$ cat src/rtl/e1_rx_bd_pkg.sv
// rtl/e1_rx_bd_pkg.sv - shared E1 constants for the RX descriptor block
// Purpose: counter width and default multiframe/queue sizing shared across E1 RX files.
// Ports: none.
package e1_rx_bd_pkg;
    localparam int E1_STAT_W = 16;
    localparam int E1_MFW    = 7;
    localparam int E1_QLOG   = 4;
endpackage

$ cat src/rtl/e1_rx_bd_if.sv
// rtl/e1_rx_bd_if.sv - descriptor, software and statistics signals of e1_rx_bd
// Purpose: bundles the capture-engine handshake, software queue access and counters.
// Ports: slave modport = e1_rx_bd side, master modport = capture engine / software side.
interface e1_rx_bd_if
    import e1_rx_bd_pkg::*;
#(
    parameter int MFW = E1_MFW
) ();
    logic [MFW-1:0]       bd_mf;
    logic                 bd_valid;
    logic [1:0]           bd_crc_e;
    logic                 bd_done;
    logic                 bd_miss;
    logic [MFW-1:0]       sw_empty_mf;
    logic                 sw_empty_we;
    logic                 sw_empty_full;
    logic [MFW-1:0]       sw_done_mf;
    logic [1:0]           sw_done_crc_e;
    logic                 sw_done_valid;
    logic                 sw_done_re;
    logic                 sw_flush;
    logic [E1_STAT_W-1:0] stat_miss;
    logic [E1_STAT_W-1:0] stat_ovfl;

    modport slave (
        input  bd_crc_e, bd_done, bd_miss, sw_empty_mf, sw_empty_we, sw_done_re, sw_flush,
        output bd_mf, bd_valid, sw_empty_full, sw_done_mf, sw_done_crc_e, sw_done_valid,
               stat_miss, stat_ovfl
    );

    modport master (
        output bd_crc_e, bd_done, bd_miss, sw_empty_mf, sw_empty_we, sw_done_re, sw_flush,
        input  bd_mf, bd_valid, sw_empty_full, sw_done_mf, sw_done_crc_e, sw_done_valid,
               stat_miss, stat_ovfl
    );
endinterface

$ cat src/rtl/e1_bd_fifo.sv
// rtl/e1_bd_fifo.sv - generic first-word-fall-through descriptor queue
// Purpose: 2^QLOG-deep FWFT queue with registered valid/full flags and synchronous flush.
// Ports: clk, rst_n; i_flush clears; i_we/i_wdata push; i_re pops head;
//        o_rdata head entry (0 when empty), o_valid not-empty, o_full full.
module e1_bd_fifo #(
    parameter int W    = 8,
    parameter int QLOG = 4
) (
    input  logic         clk,
    input  logic         rst_n,
    input  logic         i_flush,
    input  logic         i_we,
    input  logic [W-1:0] i_wdata,
    input  logic         i_re,
    output logic [W-1:0] o_rdata,
    output logic         o_valid,
    output logic         o_full
);
    localparam int            DEPTH   = 1 << QLOG;
    localparam logic [QLOG:0] PTR_ONE = (QLOG+1)'(1);

    logic [W-1:0]  r_mem [DEPTH];
    logic [QLOG:0] r_wptr;
    logic [QLOG:0] r_rptr;
    logic          r_valid;
    logic          r_full;
    logic [QLOG:0] w_wptr_nxt;
    logic [QLOG:0] w_rptr_nxt;
    logic          w_pop;
    logic          w_push;

    // A pop frees a slot in the same edge, so a full queue still accepts a
    // push that coincides with a pop.
    assign w_pop  = i_re && r_valid;
    assign w_push = i_we && (!r_full || w_pop);

    always_comb begin
        w_wptr_nxt = r_wptr;
        w_rptr_nxt = r_rptr;
        if (i_flush) begin
            w_wptr_nxt = '0;
            w_rptr_nxt = '0;
        end else begin
            if (w_push) w_wptr_nxt = r_wptr + PTR_ONE;
            if (w_pop)  w_rptr_nxt = r_rptr + PTR_ONE;
        end
    end

    always_ff @(posedge clk or negedge rst_n) begin
        if (!rst_n) begin
            r_wptr  <= '0;
            r_rptr  <= '0;
            r_valid <= 1'b0;
            r_full  <= 1'b0;
        end else begin
            r_wptr  <= w_wptr_nxt;
            r_rptr  <= w_rptr_nxt;
            r_valid <= (w_wptr_nxt != w_rptr_nxt);
            r_full  <= (w_wptr_nxt[QLOG] != w_rptr_nxt[QLOG]) &&
                       (w_wptr_nxt[QLOG-1:0] == w_rptr_nxt[QLOG-1:0]);
        end
    end

    // Storage needs no reset: it is only visible through the valid gate below.
    always_ff @(posedge clk) begin
        if (w_push && !i_flush) r_mem[r_wptr[QLOG-1:0]] <= i_wdata;
    end

    assign o_rdata = r_valid ? r_mem[r_rptr[QLOG-1:0]] : '0;
    assign o_valid = r_valid;
    assign o_full  = r_full;
endmodule

$ cat src/rtl/e1_rx_bd.sv
// rtl/e1_rx_bd.sv - E1 RX buffer-descriptor manager
// Purpose: hands free multiframe indices to the capture engine, queues completed
//          ones with their CRC flags for software, counts misses and overflows.
// Ports: clk, rst_n; bus (e1_rx_bd_if.slave) carrying bd_*, sw_* and stat_* signals.
module e1_rx_bd
    import e1_rx_bd_pkg::*;
#(
    parameter int MFW  = E1_MFW,
    parameter int QLOG = E1_QLOG
) (
    input  logic       clk,
    input  logic       rst_n,
    e1_rx_bd_if.slave  bus
);
    logic [MFW-1:0]       w_e_rdata;
    logic                 w_e_valid;
    logic                 w_e_full;
    logic [MFW+1:0]       w_d_rdata;
    logic                 w_d_valid;
    logic                 w_d_full;
    logic                 w_bd_take;
    logic                 w_d_pop;
    logic                 w_ovfl;
    logic [E1_STAT_W-1:0] r_stat_miss;
    logic [E1_STAT_W-1:0] r_stat_ovfl;

    assign w_bd_take = bus.bd_done && w_e_valid;
    assign w_d_pop   = bus.sw_done_re && w_d_valid;
    // The done queue silently rejects this push; the descriptor is still consumed.
    // A flush overrides the push, so nothing is counted as dropped then.
    assign w_ovfl    = w_bd_take && w_d_full && !w_d_pop && !bus.sw_flush;

    e1_bd_fifo #(.W(MFW), .QLOG(QLOG)) u_empty_q (
        .clk     (clk),
        .rst_n   (rst_n),
        .i_flush (bus.sw_flush),
        .i_we    (bus.sw_empty_we),
        .i_wdata (bus.sw_empty_mf),
        .i_re    (bus.bd_done),
        .o_rdata (w_e_rdata),
        .o_valid (w_e_valid),
        .o_full  (w_e_full)
    );

    e1_bd_fifo #(.W(MFW+2), .QLOG(QLOG)) u_done_q (
        .clk     (clk),
        .rst_n   (rst_n),
        .i_flush (bus.sw_flush),
        .i_we    (w_bd_take),
        .i_wdata ({w_e_rdata, bus.bd_crc_e}),
        .i_re    (bus.sw_done_re),
        .o_rdata (w_d_rdata),
        .o_valid (w_d_valid),
        .o_full  (w_d_full)
    );

    always_ff @(posedge clk or negedge rst_n) begin
        if (!rst_n) begin
            r_stat_miss <= '0;
            r_stat_ovfl <= '0;
        end else begin
            if (bus.bd_miss && (r_stat_miss != '1)) r_stat_miss <= r_stat_miss + 1'b1;
            if (w_ovfl && (r_stat_ovfl != '1))      r_stat_ovfl <= r_stat_ovfl + 1'b1;
        end
    end

    assign bus.bd_mf         = w_e_rdata;
    assign bus.bd_valid      = w_e_valid;
    assign bus.sw_empty_full = w_e_full;
    assign bus.sw_done_mf    = w_d_rdata[MFW+1:2];
    assign bus.sw_done_crc_e = w_d_rdata[1:0];
    assign bus.sw_done_valid = w_d_valid;
    assign bus.stat_miss     = r_stat_miss;
    assign bus.stat_ovfl     = r_stat_ovfl;
endmodule

$ cat src/flat_wrapper.sv
// flat-port wrapper written by rule: the top's interface ports become plain ports
module e1_rx_bd_flat import e1_rx_bd_pkg::*;
#(
    parameter int MFW  = E1_MFW,
    parameter int QLOG = E1_QLOG
)
  (clk, rst_n, bus_bd_crc_e, bus_bd_done, bus_bd_miss, bus_sw_empty_mf, bus_sw_empty_we, bus_sw_done_re, bus_sw_flush, bus_bd_mf, bus_bd_valid, bus_sw_empty_full, bus_sw_done_mf, bus_sw_done_crc_e, bus_sw_done_valid, bus_stat_miss, bus_stat_ovfl);
  e1_rx_bd_if #(.MFW(MFW)) bus_i ();
  input  logic clk;
  input  logic rst_n;
  input wire logic [$bits(bus_i.bd_crc_e)-1:0] bus_bd_crc_e;
  input wire logic [$bits(bus_i.bd_done)-1:0] bus_bd_done;
  input wire logic [$bits(bus_i.bd_miss)-1:0] bus_bd_miss;
  input wire logic [$bits(bus_i.sw_empty_mf)-1:0] bus_sw_empty_mf;
  input wire logic [$bits(bus_i.sw_empty_we)-1:0] bus_sw_empty_we;
  input wire logic [$bits(bus_i.sw_done_re)-1:0] bus_sw_done_re;
  input wire logic [$bits(bus_i.sw_flush)-1:0] bus_sw_flush;
  output wire logic [$bits(bus_i.bd_mf)-1:0] bus_bd_mf;
  output wire logic [$bits(bus_i.bd_valid)-1:0] bus_bd_valid;
  output wire logic [$bits(bus_i.sw_empty_full)-1:0] bus_sw_empty_full;
  output wire logic [$bits(bus_i.sw_done_mf)-1:0] bus_sw_done_mf;
  output wire logic [$bits(bus_i.sw_done_crc_e)-1:0] bus_sw_done_crc_e;
  output wire logic [$bits(bus_i.sw_done_valid)-1:0] bus_sw_done_valid;
  output wire logic [$bits(bus_i.stat_miss)-1:0] bus_stat_miss;
  output wire logic [$bits(bus_i.stat_ovfl)-1:0] bus_stat_ovfl;
  assign bus_i.bd_crc_e = bus_bd_crc_e;
  assign bus_i.bd_done = bus_bd_done;
  assign bus_i.bd_miss = bus_bd_miss;
  assign bus_i.sw_empty_mf = bus_sw_empty_mf;
  assign bus_i.sw_empty_we = bus_sw_empty_we;
  assign bus_i.sw_done_re = bus_sw_done_re;
  assign bus_i.sw_flush = bus_sw_flush;
  assign bus_bd_mf = bus_i.bd_mf;
  assign bus_bd_valid = bus_i.bd_valid;
  assign bus_sw_empty_full = bus_i.sw_empty_full;
  assign bus_sw_done_mf = bus_i.sw_done_mf;
  assign bus_sw_done_crc_e = bus_i.sw_done_crc_e;
  assign bus_sw_done_valid = bus_i.sw_done_valid;
  assign bus_stat_miss = bus_i.stat_miss;
  assign bus_stat_ovfl = bus_i.stat_ovfl;
  e1_rx_bd #(.MFW(MFW), .QLOG(QLOG)) u_core (.clk(clk), .rst_n(rst_n), .bus(bus_i));
endmodule
$ cat config.mk
export PLATFORM = sky130hd
export DESIGN_NAME = e1_rx_bd_flat
export DESIGN_NICKNAME = d
export VERILOG_FILES = /design/src/rtl/e1_rx_bd_pkg.sv /design/src/rtl/e1_rx_bd_if.sv /design/src/rtl/e1_bd_fifo.sv /design/src/rtl/e1_rx_bd.sv /design/src/flat_wrapper.sv
export SDC_FILE = /design/constraint.sdc
export NUM_CORES = 1
export LEC_CHECK = 0
export CAP_MARGIN = 40
export CELL_PAD_IN_SITES_DETAIL_PLACEMENT = 1
export CELL_PAD_IN_SITES_GLOBAL_PLACEMENT = 2
export CORE_UTILIZATION = 44
export DETAILED_ROUTE_END_ITERATION = 6
export HOLD_SLACK_MARGIN = 0.05
export PLACE_DENSITY = 0.88
export SYNTH_ARGS = -nofsm -noshare
export SYNTH_HDL_FRONTEND = slang
export SYNTH_HIERARCHICAL = 1
export SYNTH_SLANG_ARGS = --single-unit
$ cat constraint.sdc
create_clock -name clk -period 5 [get_ports clk]
set_input_delay 1 -clock clk [delete_from_list [all_inputs] [get_ports clk]]
set_output_delay 1 -clock clk [all_outputs]
set_load 0.1 [all_outputs]
# After elaboration in Yosys (flattened, before gate mapping)
# Memories as Yosys holds them, arrays and structs flattened.
# Cells that the tools add are included.
# classes
n_addsub	6
n_eq_ne	8
muxes	14
reduce_logical	19
# ops
op	count
$mux 5	8
$add 16x1->16 const B	2
$ne 16x16->1 const B	2
$add 5x1->5 const B	4
$logic_and 1x1->1	13
$ne 5x5->1	2
$mux 9	1
$eq 4x4->1	2
$mux 7	1
$logic_not 1->1	4
$mux 1	4
$logic_or 1x1->1	2
$ne 1x1->1	2
# totals
ff_bits	56
ram_bits	256
inputBits	16
out_inout_bits	51
mem_count	2
# mem_list
name	words	width	read_ports	rd_clocked_by_memory_dff	write_ports	line	rtl
u_core.u_done_q.r_mem	16	9	1	0	1	e1_bd_fifo.sv:22	logic [W-1:0] r_mem [DEPTH];
u_core.u_empty_q.r_mem	16	7	1	0	1	e1_bd_fifo.sv:22	

# Longest topological paths before layout
# depth
ltp_word	7
depth_mapped	6
depth_no_buf	6

# Cells and area by module
# The synthesis kept the hierarchy.
# modules_own_cells
mod	instances	cells_each	area_each_um2
e1_bd_fifo (u_core.u_done_q)	1	304	6289.8
e1_bd_fifo (u_core.u_empty_q)	1	275	5232.5
e1_rx_bd	1	152	1659.1

# Worst setup path before layout
# OpenSTA, ideal clock, no wires.
# synth_path
path_type	register -> output
from	register u_core.u_done_q.r_rptr[1]
to	output port bus_sw_done_mf[6]
arrival_time_ns	2.160
path_slack_ns	1.840
stages_incl_launch_ff	6
n_path_buf	2
cell_sequence	dfrtp_1 -> buf_2 -> buf_1 -> mux4_2 -> mux4_2 -> and2_1
# synth_between
elab_chain_len	2
# synth_rtl
item	line	rtl
start: declaration	e1_bd_fifo.sv:24	logic [QLOG:0] r_rptr;
start signal: assignment	e1_bd_fifo.sv:57	r_rptr <= w_rptr_nxt;
$mem_v2 16x9	-	
$mux 9	e1_bd_fifo.sv:69	assign o_rdata = r_valid ? r_mem[r_rptr[QLOG-1:0]] : '0;
end: declaration	flat_wrapper.sv:21	output wire logic [$bits(bus_i.sw_done_mf)-1:0] bus_sw_done_mf;
# No other way between the ends.

# Final worst setup path
# layout_path
from	register u_core.u_empty_q.r_rptr[2]
to	output port bus_bd_mf[5]
# layout_between
elab_chain_len	2
# layout_rtl
item	line	rtl
start: declaration	e1_bd_fifo.sv:24	
start signal: assignment	e1_bd_fifo.sv:57	
$mem_v2 16x7	-	
$mux 7	e1_bd_fifo.sv:69	
end: declaration	flat_wrapper.sv:18	output wire logic [$bits(bus_i.bd_mf)-1:0] bus_bd_mf;
# No other way between the ends.

==> impl_metrics.env <==
export IMPL_outcome="complete, no violations"
export IMPL_synth_seq_cells=312
export IMPL_setup_viol=0
export IMPL_final_cell_area_um2=15900
export IMPL_post_drt_wl_per_cell_um=23.7
export IMPL_yosys_area_top_type="edfxtp_1"
export IMPL_synth_top_area_share_pct=58.3
export IMPL_num_rows=63
export IMPL_vias=7121
export IMPL_cp_required_ns=4.00
export IMPL_syn_inst=731
export IMPL_clkSlewWorstSetupHoldPaths_ns=0.06
export IMPL_ys_top_cells_by_area="edfxtp_1 (58%), dfrtp_1 (11%), mux4_2 (7.2%)"
export IMPL_cp_max_fo=17
export IMPL_ys_flop_type="edfxtp_1"
export IMPL_cpMostUsedCell="buf_4"
export IMPL_maxSlewHeadroom_pct=40.6
export IMPL_die_area_um2=30700
export IMPL_critPathSlowestCell="dfrtp_1"
export IMPL_hp_class="flop to flop"
export IMPL_worst_r2r_setup_slack_ns=2.34
export IMPL_synth_yosys_seq_area_share_pct=69.0
export IMPL_io_buffers=66
export IMPL_fin_cells=1274
export IMPL_clock_sink_count=312
export IMPL_synth_warnings=6
export IMPL_synth_edf_count=256
export IMPL_reg2reg_from="u_core/u_empty_q/o_valid"
export IMPL_cts_tree="yes"
export IMPL_cts_setup_buffers=0
export IMPL_holdBufCountCts=0
export IMPL_cp_startpoint="u_core/u_empty_q/r_rptr[2]"
export IMPL_hpwl_mm=20.3
export IMPL_grt_usage_pct=20.3
export IMPL_chipHeight_um=175
export IMPL_grt_max_degree=57
export IMPL_yosysUniqueCellTypes=57
export IMPL_fin_util_pct=53.7
export IMPL_max_cap_viol_count=0
export IMPL_post_dp_cell_area_um2=14800
export IMPL_area_delta_synth_final_pct=20.3
export IMPL_drc=0
export IMPL_grt_pass1_vias=7816
export IMPL_drt_wl_total_mm=30.3
export IMPL_fin_skew_ns=0.0275
export IMPL_path_cells="buf_4 -> mux4_1 -> mux2_2 -> o211a_1 -> buf_4"
export IMPL_period_share_pct=82.2
export IMPL_drive_gt1_share_pct=20.9
export IMPL_start_util_pct=44.6
export IMPL_clk_path_buf_depth=3
export IMPL_power_density_nw_per_um2=407
export IMPL_grt_pass1_wl_mm=46.8
export IMPL_slew_violations=0
export IMPL_ant_nets=0
export IMPL_synth_common_cells="edfxtp_1 (256), nor2_1 (58), dfrtp_1 (56)"
export IMPL_gp_congestion=0.747
export IMPL_syn_area_um2=13200
export IMPL_worst_pin_slew_ns=0.888
export IMPL_grt_ovfl_total=0
export IMPL_pin_count=67
export IMPL_slowest_delay_ns=0.76
export IMPL_finalHoldWorstSlack_ns=0.529
export IMPL_fmax_mhz=243
export IMPL_place_inst=1213
export IMPL_synth_most_common_cell="edfxtp_1"
export IMPL_rsz0062_at_grt="no"
export IMPL_critPathCaptureType="output pin"
export IMPL_post_cts_resized=0
export IMPL_worst_r2r_endpoint="u_core/u_done_q/r_mem[7][2]"
export IMPL_first_pass_iters=4
export IMPL_critPathArrivalTime_ns=3.11
export IMPL_die_w_um=175
export IMPL_period_needed_ns=4.11
export IMPL_leakage_nw=5.55
export IMPL_tns_ns=0
export IMPL_cts_made_buffers=34
export IMPL_antenna_found_initial=0
export IMPL_r2r_cells=5
export IMPL_hold_viol=0
export IMPL_viasPerCell=5.59
export IMPL_crit_end="bus_bd_mf[5]"
export IMPL_synth_fp_nets=759
export IMPL_antenna_cells_inserted=0
export IMPL_clock_latency_ns=0.52
export IMPL_root_buffer="clkbuf_16"
export IMPL_drtIter0Drc=426
export IMPL_irDropWorstVdd_v=0.000232
export IMPL_setup_worst_path_class="flop to output pin"
export IMPL_worstSetupStartpointType="flop"
export IMPL_synth_avg_cell_area_um2=18.0
export IMPL_h_tree_depth=2
export IMPL_synthArstFlopShare_pct=17.9
export IMPL_core_area_um2=29600
export IMPL_num_nets_final=887
-- stage by stage --
step / total power [mW] / setup WS, ns
after floorplan: 3.78 / 1.84
after global placement: 4.02 / 1.37
after detailed placement: 4.16 / 1.38
after CTS: 6.51 / 0.824
after global routing: 6.65 / 0.738
final: 6.45 / 0.889
-- how the worst min path moves through the flow --
stage | from | endpoint | slack [ns] | cells after the start
global placement | u_core/bus.stat_miss[14] | u_core/bus.stat_miss[14] | 0.50 | 1
global route | u_core/bus.stat_miss[14] | u_core/bus.stat_miss[14] | 0.56 | 1
finish | u_core/bus.stat_miss[6] | u_core/bus.stat_miss[6] | 0.53 | 1
floorplan | u_core/u_empty_q/r_wptr[4] | u_core/u_empty_q/r_wptr[4] | 0.51 | 2
detailed placement | u_core/bus.stat_miss[6] | u_core/bus.stat_miss[6] | 0.52 | 1
CTS | u_core/bus.stat_miss[6] | u_core/bus.stat_miss[6] | 0.53 | 1
-- registers in the layout, summed over array words and instances, names as in the netlist --
| name | count |
|---|---|
| u_core/u_empty_q/o_valid | 1 |
| u_core/u_empty_q/o_full | 1 |
| u_core/bus.stat_ovfl | 16 |
| u_core/u_empty_q/r_rptr | 5 |
| u_core/u_empty_q/r_wptr | 5 |
| u_core/u_done_q/r_mem | 144 |
| u_core/u_done_q/o_valid | 1 |
| u_core/u_done_q/o_full | 1 |
| u_core/u_empty_q/r_mem | 112 |
| u_core/bus.stat_miss | 16 |
| u_core/u_done_q/r_rptr | 5 |
| u_core/u_done_q/r_wptr | 5 |
-- layout make-up --
type | count | area (um2)
sequential | 312 | 9090
fill | 2716 | 13700
inverter | 5 | 18.8
timing repair buffer | 124 | 1350
clock buffer | 47 | 921
tap | 390 | 488
multi-input combinational | 382 | 3880
clock inverter | 14 | 113
-- per-layer routing --
metal	vias up	wire, um	GRT usage, %
met5	-	0	0
met4	0	661	6.05
met3	47	997	3.18
met2	146	15700	34.8
met1	3770	12900	26.7
li1	3158	-	-
-- kinds of logic after synthesis --
group,Yosys count,synth area share [%]
and+or+nand+nor,191,7.70
muxes,95,15.1
adders and majority gates,12,1.14
AOI/OAI and AO/OA,30,1.86
DFF,312,69.0
xor gates and xnor gates,54,3.59
buffers and inverters,37,1.63
-- worst max-delay path: cells and delay by family, from the launching register on --
kind            cells  cell delay, ns
flops               1            0.76
buf+inv             2            0.72
mux                 2            0.63
compound gates      1            0.45
-- power breakdown --
group | switching (mW) | internal (mW) | total, mW
combinational | 0.697 | 0.396 | 1.09
clock | 1.00 | 1.35 | 2.35
sequential | 0.106 | 2.90 | 3.00
-- layout by cell type, fill, tap and decap left out, types with 7 or more instances in the layout --
| cell type | netlist | layout |
|---|---|---|
| mux4_2 | 42 | 42 |
| and2_1 | 11 | 11 |
| edfxtp_1 | 256 | 256 |
| ha_1 | 12 | 12 |
| buf_8 | 0 | 33 |
| clkdlybuf4s50_1 | 0 | 49 |
| nand4_1 | 17 | 17 |
| xnor2_1 | 33 | 33 |
| and3_1 | 7 | 7 |
| mux4_1 | 31 | 31 |
| nor3_1 | 16 | 16 |
| nand3_1 | 13 | 13 |
| nand2_1 | 37 | 37 |
| mux2i_1 | 11 | 11 |
| buf_4 | 1 | 38 |
| dfrtp_1 | 56 | 55 |
| nor2_1 | 58 | 58 |
| xor2_1 | 21 | 21 |
| mux2_2 | 9 | 9 |
| o211a_1 | 7 | 7 |
| clkbuf_16 | 0 | 35 |
| clkbuf_1 | 8 | 12 |
No activity file was read; power rests on OpenSTA's default activity.
